**src/rtl/muldiv_hilo_unit.sv**
```systemverilog
// Iterative MULT/MULTU/DIV/DIVU unit owning the architected HI/LO registers.
// Optional macro MULDIV_DIV0_EN: short-circuit divide-by-zero and expose a sticky div0 flag.
module muldiv_hilo_unit #(
    parameter int WIDTH = 32,
    parameter int CNT_W = 6
) (
    input  logic             clk,
    input  logic             reset,
    input  logic             start,
    input  logic [1:0]       op,
    input  logic [WIDTH-1:0] src_a,
    input  logic [WIDTH-1:0] src_b,
    input  logic             flush,
    input  logic             mf_req,
    input  logic             mf_sel,
    output logic [WIDTH-1:0] mf_data,
    output logic             busy,
    output logic             stall,
    output logic             done
`ifdef MULDIV_DIV0_EN
    ,
    output logic             div0
`endif
);

    typedef enum logic [1:0] {IDLE, RUN, FIX} state_t;

    localparam logic [CNT_W-1:0] LAST_STEP = CNT_W'(WIDTH - 1);

    state_t state, state_next;

    logic [CNT_W-1:0]   count;
    logic [WIDTH-1:0]   acc_hi, acc_lo, operand;
    logic [WIDTH-1:0]   hi, lo;
    logic               op_div;
    logic               neg_q, neg_r;

    logic               is_div_in, signed_in, launch, zero_div_in;
    logic [WIDTH-1:0]   abs_a, abs_b;
    logic [WIDTH:0]     add_sum, rem_shift, rem_diff;
    logic [2*WIDTH-1:0] prod_fixed;
    logic [WIDTH-1:0]   quot_fixed, rem_fixed;

    assign is_div_in = op[1];
    assign signed_in = ~op[0];
    assign abs_a     = (signed_in && src_a[WIDTH-1]) ? -src_a : src_a;
    assign abs_b     = (signed_in && src_b[WIDTH-1]) ? -src_b : src_b;
    assign launch    = (state == IDLE) && start && !flush;

`ifdef MULDIV_DIV0_EN
    logic zero_div;
    assign zero_div_in = is_div_in && (src_b == '0);
`else
    assign zero_div_in = 1'b0;
`endif

    // Multiply: conditional add of the multiplicand into the upper half, then shift the pair right.
    assign add_sum    = {1'b0, acc_hi} + (acc_lo[0] ? {1'b0, operand} : '0);
    // Divide: partial remainder picks up the next dividend bit; a borrow means the quotient bit is 0.
    assign rem_shift  = {acc_hi, acc_lo[WIDTH-1]};
    assign rem_diff   = rem_shift - {1'b0, operand};

    assign prod_fixed = neg_q ? -{acc_hi, acc_lo} : {acc_hi, acc_lo};
    assign quot_fixed = neg_q ? -acc_lo : acc_lo;
    assign rem_fixed  = neg_r ? -acc_hi : acc_hi;

    assign busy    = (state != IDLE);
    assign stall   = busy & (start | mf_req);
    assign mf_data = mf_sel ? hi : lo;

    always_ff @(posedge clk) begin
        if (reset) state <= IDLE;
        else       state <= state_next;
    end

    always_comb begin
        state_next = state;
        case (state)
            IDLE: if (launch) state_next = zero_div_in ? FIX : RUN;
            RUN: begin
                if (flush)                   state_next = IDLE;
                else if (count == LAST_STEP) state_next = FIX;
            end
            FIX:     state_next = IDLE;
            default: state_next = IDLE;
        endcase
    end

    always_ff @(posedge clk) begin
        if (reset) begin
            count    <= '0;
            acc_hi   <= '0;
            acc_lo   <= '0;
            operand  <= '0;
            op_div   <= 1'b0;
            neg_q    <= 1'b0;
            neg_r    <= 1'b0;
            hi       <= '0;
            lo       <= '0;
            done     <= 1'b0;
`ifdef MULDIV_DIV0_EN
            zero_div <= 1'b0;
            div0     <= 1'b0;
`endif
        end else begin
            done <= 1'b0;
            case (state)
                IDLE: begin
                    if (launch) begin
                        count  <= '0;
                        op_div <= is_div_in;
                        neg_q  <= signed_in & (src_a[WIDTH-1] ^ src_b[WIDTH-1]);
                        neg_r  <= signed_in & is_div_in & src_a[WIDTH-1];
                        acc_hi <= '0;
                        if (is_div_in) begin
                            acc_lo  <= abs_a;
                            operand <= abs_b;
                        end else begin
                            acc_lo  <= abs_b;
                            operand <= abs_a;
                        end
`ifdef MULDIV_DIV0_EN
                        zero_div <= zero_div_in;
                        // Zero divisor: preload the final result so FIX writes it unmodified.
                        if (zero_div_in) begin
                            acc_hi <= src_a;
                            acc_lo <= '1;
                            neg_q  <= 1'b0;
                            neg_r  <= 1'b0;
                        end
`endif
                    end
                end
                RUN: begin
                    if (!flush) begin
                        count <= count + CNT_W'(1);
                        if (op_div) begin
                            if (!rem_diff[WIDTH]) begin
                                acc_hi <= rem_diff[WIDTH-1:0];
                                acc_lo <= {acc_lo[WIDTH-2:0], 1'b1};
                            end else begin
                                acc_hi <= rem_shift[WIDTH-1:0];
                                acc_lo <= {acc_lo[WIDTH-2:0], 1'b0};
                            end
                        end else begin
                            acc_hi <= add_sum[WIDTH:1];
                            acc_lo <= {add_sum[0], acc_lo[WIDTH-1:1]};
                        end
                    end
                end
                FIX: begin
                    if (!flush) begin
                        if (op_div) begin
                            hi <= rem_fixed;
                            lo <= quot_fixed;
                        end else begin
                            {hi, lo} <= prod_fixed;
                        end
                        done <= 1'b1;
`ifdef MULDIV_DIV0_EN
                        if (zero_div) div0 <= 1'b1;
`endif
                    end
                end
                default: ;
            endcase
        end
    end

endmodule
```
**config.mk**
```make
export PLATFORM = sky130hd
export DESIGN_NAME = muldiv_hilo_unit
export DESIGN_NICKNAME = d
export VERILOG_FILES = /design/src/rtl/muldiv_hilo_unit.sv
export SDC_FILE = /design/constraint.sdc
export NUM_CORES = 1
export LEC_CHECK = 0
export BUFFER_PORTS_ARGS = -buffer_cell sky130_fd_sc_hd__buf_2
export CAP_MARGIN = 25
export CORE_UTILIZATION = 59
export CTS_BUF_LIST = sky130_fd_sc_hd__clkbuf_8
export CTS_CLUSTER_DIAMETER = 80
export DETAILED_ROUTE_END_ITERATION = 16
export GPL_ROUTABILITY_DRIVEN = 0
export HOLD_SLACK_MARGIN = 0.02
export PLACE_DENSITY = 0.79
export SLEW_MARGIN = 20
export SYNTH_ARGS = -nofsm -noshare
export SYNTH_HDL_FRONTEND = slang
export SYNTH_SLANG_ARGS = --single-unit
```
**constraint.sdc**
```tcl
create_clock -name clk -period 4.3 [get_ports clk]
set_clock_uncertainty 0.15 [all_clocks]
set_input_delay 0.215 -clock clk [delete_from_list [all_inputs] [get_ports clk]]
set_output_delay 0.215 -clock clk [all_outputs]
set_load 0.01 [all_outputs]
```
After elaboration in Yosys (flattened, before gate mapping)
Index checks and enable logic that the tools add are counted.

Equality and inequality tests: 6. Bitwise logic cells: 9. $add $sub $neg: 8. Multiplexer cells: 29. Reductions and logical operators: 13.

Operators with widths (number): $mux W32 (17); $neg A32 Y32 (4); $pmux W32 S2 (2); $mux W64 (1); $neg A64 Y64 (1); $add A32 B32 Y33 (1); $sub A33 B32 Y33 (1); $mux W6 (2); $pmux W6 S2 (1); $add A6 B1 Y6 const B (1); $eq A6 B5 Y1 const B (1); $mux W2 (3); $reduce_and A2 Y1 (3); $and A1 B1 Y1 (4); $logic_and A1 B1 Y1 (4); $ne A2 B2 Y1 const B (2); $pmux W2 S2 (1); $reduce_bool A2 Y1 (2); $ne A3 B3 Y1 const B (1); $not A1 Y1 (3); $reduce_and A3 Y1 (1); $eq A2 B1 Y1 const B (1); $eq A2 B2 Y1 const B (1); $logic_not A2 Y1 (1); 5 further kinds (6).

Output and inout port bits: 35. Flip-flop bits (word level): 172. Input bits: 72. Word-level logic and storage cells: 76.

Logic depth before layout (Yosys ltp)
Word-level depth: 6. Gate-level depth with buffers: 15. Gate-level depth less buffers: 13.

Worst setup path after synthesis
No wires, ideal clock.

Kind: flip-flop to flip-flop. Start: register acc_hi[0]. End: register acc_hi[24]. Required time: 4033 ps. Arrival time: 3287 ps. Cell stages (with the launch flop): 14. Setup slack: 746 ps. Period minus slack after synthesis: 3554 ps. Buffers on the path: 2. Library setup time: 117 ps. Cell sequence: dfxtp_1 > clkbuf_1 > inv_1 > fa_1 > nand2b_1 > a21oi_1 > o21ai_0 > a21oi_1 > a21oi_1 > xnor2_1 > buf_2 > mux2i_1 > nand2_1 > a32o_1.

Cells in the longest elaborated chain, start to end: 5. Elaborated cells on any way between the ends: 6. Classes of those cells: add/sub (2); mux (4).

Ends and longest elaborated chain: start: declaration (RTL line 33) `logic [WIDTH-1:0] acc_hi, acc_lo, operand;`; start signal: assignment (RTL line 139) `acc_hi <= rem_diff[WIDTH-1:0];`; start signal: assignment (RTL line 142) `acc_hi <= rem_shift[WIDTH-1:0];`; start signal: assignment (RTL line 146) `acc_hi <= add_sum[WIDTH:1];`; $sub A33 B32 Y33 (RTL line 61) `assign rem_diff = rem_shift - {1'b0, operand};`; $mux W32 (RTL line 138) `if (!rem_diff[WIDTH]) begin`; $mux W32 (*) (RTL line 137) `if (op_div) begin`; $mux W32 (*) (RTL line 135) `if (!flush) begin`; $pmux W32 S2 (*) (RTL line 107) `case (state)`.

Every way passes the cells marked *; elsewhere a longest branch is shown, timed or not. The select of a mux whose other input is x is not followed. A chain may end at the register's enable or synchronous reset.

Final worst setup path
Start: register acc_lo[0]. End: register acc_hi[23].

Cells in the longest elaborated chain, start to end: 5.

Ends and longest elaborated chain: start: declaration (RTL line 33); start signal: assignment (RTL line 116) `acc_lo <= abs_a;`; start signal: assignment (RTL line 119) `acc_lo <= abs_b;`; start signal: assignment (RTL line 140) `acc_lo <= {acc_lo[WIDTH-2:0], 1'b1};`; $mux W32 (RTL line 58) `assign add_sum = {1'b0, acc_hi} + (acc_lo[0] ? {1'b0, operand} : '0);`; $add A32 B32 Y33 (RTL line 58); $mux W32 (RTL line 137); $mux W32 (RTL line 135); $pmux W32 S2 (RTL line 107).

No other way between the ends. The select of a mux whose other input is x is not followed.

==> impl_metrics.toml <==
[route]
postRouteWirelength_um = 46100
vias_per_cell = 6.45
met2WireLength_um = 20100
via_count = 15200
dr.first_iter.drc_count = 1882
wire_per_inst_um = 19.6
top_layer_used = "met4"
drc = 0
antenna_left = 0
wl_met1_um = 19800
dr.pass1.iters = 6
wl_met3_um = 4890

[floorplan]
ioPinCount = 107
die_x_um = 160
dieArea_sq_um = 25500
start_util = 0.602
die_y_um = 160
core_sq_um = 24400
rows = 57

[timing]
period_share = 0.905
drv_slew = 0
rsz0062_at_grt = "false"
hold_viol_final = 0
relSlewSlack = 0.306
setup_viol = 0
max_freq_mhz = 257
setup_tns_ns = 0
fin_ws_ns = 0.407
worst_pin_slew_ns = 1.04
min_period_ns = 3.89

[synth]
syn-mean-instance-area_sq_um = 7.40
async_flop_share = 0
synth_area_leaders = "dfxtp_1 23%, a21oi_1 6.4%, nor2_1 5.9%, ha_1 5.9%, mux2i_1 5.5%"
ys_seq_elements = 172
synth_enable_flop_cells = 0
seq_area_frac_synth = 0.235
synth_nets = 2125
yosysUniqueCellTypes = 84
synth_ff_type = "dfxtp_1"
yosysWarnings = 0
synth_top_area_cell = "dfxtp_1"
syn_area_sq_um = 14700
synth.top_cell.area_share = 0.235
synthCells = 1982

[cells_and_area]
nNetsFinal = 2155
n_antenna_cell = 0
drive_gt1_frac = 0.121
syn_to_final_growth_pct = 8.02

[cts]
cts_tree = "yes"
clock_latency_ns = 0.49
cts.clk_slew.worst_paths_ns = 0.11
ctsHoldBuffers = 4
clk_path_buf_depth = 2
cts_root_buf = "clkbuf_8"
h-tree-depth = 4
cts.sinks = 172
cts_buffers = 17
cts-resized-gates = 0
post_cts_buffers = 0

[grt]
grt_pass1_wl_um = 71900
grt_max_degree = 82
grt_antenna_before_repair = 0
gr-total-overflow = 0
grtUsageTotal = 0.352
grt_pass1_vias = 13600

[setup_path]
crit_type = "reg2reg"
cp.arrival_ns = 4.15
max_stage_delay_ns = 0.41
worst-path-buf-inv = 2
crit_slowest_cell = "dfxtp_1"
cp-start-kind = "flop"
required_ns = 4.56
cp_cell_sequence = "inv_1, buf_4, nor2_1, ha_1, o21ai_0, o221ai_1, a41o_1, a21oi_1, o21ai_1, a21oi_1, o21a_1, mux2_2, o31ai_1"
crit_path_frequent_cell = "a21oi_1"
path_max_fanout = 22
cp-end-kind = "flop"
path_delay_family = "compound AO/OA/AOI/OAI gates"

[placement]
pre_cts_ws_ns = 0.561
dpl.hpwl_um = 35100
portBuffers = 106

[min_path]
hold_class = "in2reg"

[power_and_ir_drop]
ir_worst_vdd_v = 0.000217
powerDensity_nw_per_um2 = 260
leakage_nw = 6.28

[status]
run_status = "finished clean"

[flow_run]
cap_violations = 0
-- synth_stat cells, drive strengths merged (17+ instances only) --
cell	number
a31oi	17
clkbuf	112
mux2i	80
dfxtp	172
a211oi	75
nand2b	19
nand3	26
nand2	184
xnor2	77
nor3	66
o21ai	124
nor2b	23
buf	20
mux2	38
xor2	84
o31ai	25
nor2	232
a21oi	190
or3	17
a21o	21
o211ai	30
ha	69
inv	73
nor4	17
-- worst paths after layout --
| kind | start | endpoint | slack, ns | cells past startpoint |
|---|---|---|---|---|
| hold reg to reg | operand[21]$_SDFFE_PP0P_ | operand[21]$_SDFFE_PP0P_ | 0.31 | 2 |
| setup reg to reg | acc_lo[0]$_SDFFE_PP0P_ | acc_hi[23]$_SDFFE_PP0P_ | 0.41 | 13 |
| setup / recovery | acc_lo[0]$_SDFFE_PP0P_ | acc_hi[23]$_SDFFE_PP0P_ | 0.41 | 13 |
| hold / removal | src_a[30] | acc_lo[30]$_SDFFE_PP0P_ | 0.05 | 4 |
-- cell type report --
class / count / area, sq um
timing repair buffer: 143 / 846
fill: 2191 / 8540
clock inverter: 15 / 173
tap: 324 / 405
clock buffer: 17 / 234
sequential: 172 / 3440
multi-input combinational: 1605 / 10500
inverter: 73 / 274
-- power by group --
part           internal (mW)  switching, mW
clock network          0.442          0.731
logic                  0.457          0.742
registers               1.65         0.0923
-- tightest hold or removal path, stage by stage --
cell,delay (ns)
buf_2,0.11
xnor2_1,0.10
a31oi_1,0.16
nor3_1,0.06
-- logic make-up after synthesis --
kind of cell,after synthesis,share of synthesized area
AO/OA/AOI/OAI,589,0.254
XOR/XNOR,161,0.0961
adder cells (fa/ha/maj),71,0.0616
buffers and inverters,205,0.0540
flip-flops,172,0.235
multiplexers,118,0.0837
AND/OR/NAND/NOR,666,0.216
-- state kept, by name, summed over array words and instances, names as in the netlist --
name,count
acc_hi,32
acc_lo,32
hi,32
lo,32
operand,32
count,6
state,2
done,1
neg_q,1
neg_r,1
op_div,1
-- placed cells by master (no fill, tap or decap), types with 18 or more instances in the layout --
master and instances:
buf_2 105, inv_1 72, mux2i_1 80, a21oi_1 189
ha_1 69, a21o_1 21, nand2b_1 18, o31ai_1 25
nand2_1 184, xor2_1 84, nor3_1 64, a211oi_1 75
xnor2_1 76, mux2_2 38, nor2b_1 23, buf_4 32
o211ai_1 30, dfxtp_1 171, o21ai_0 113, nand3_1 26
nor2_1 231
-- stage by stage --
stage | hold slack [ns] | power (mW) | utilization | cells | area (sq um)
global route | 0.0762 | 4.27 | 0.650 | 2349 | 15900
finish | 0.0469 | 4.11 | 0.650 | 2349 | 15900
detailed placement | 0.297 | 2.93 | 0.632 | 2313 | 15400
floorplan | 0.278 | 2.58 | - | 1982 | 14700
global placement | 0.291 | 2.90 | 0.631 | 2313 | 15400
CTS | 0.0378 | 4.07 | 0.650 | 2349 | 15900
-- routing by layer --
metal | vias to the layer above | GRT usage
li1 | 7200 | -
met1 | 6979 | 0.493
met2 | 881 | 0.540
met3 | 98 | 0.0647
met4 | 0 | 0.124
met5 | - | 0
Note: power is estimated with default switching activity, not from simulation.
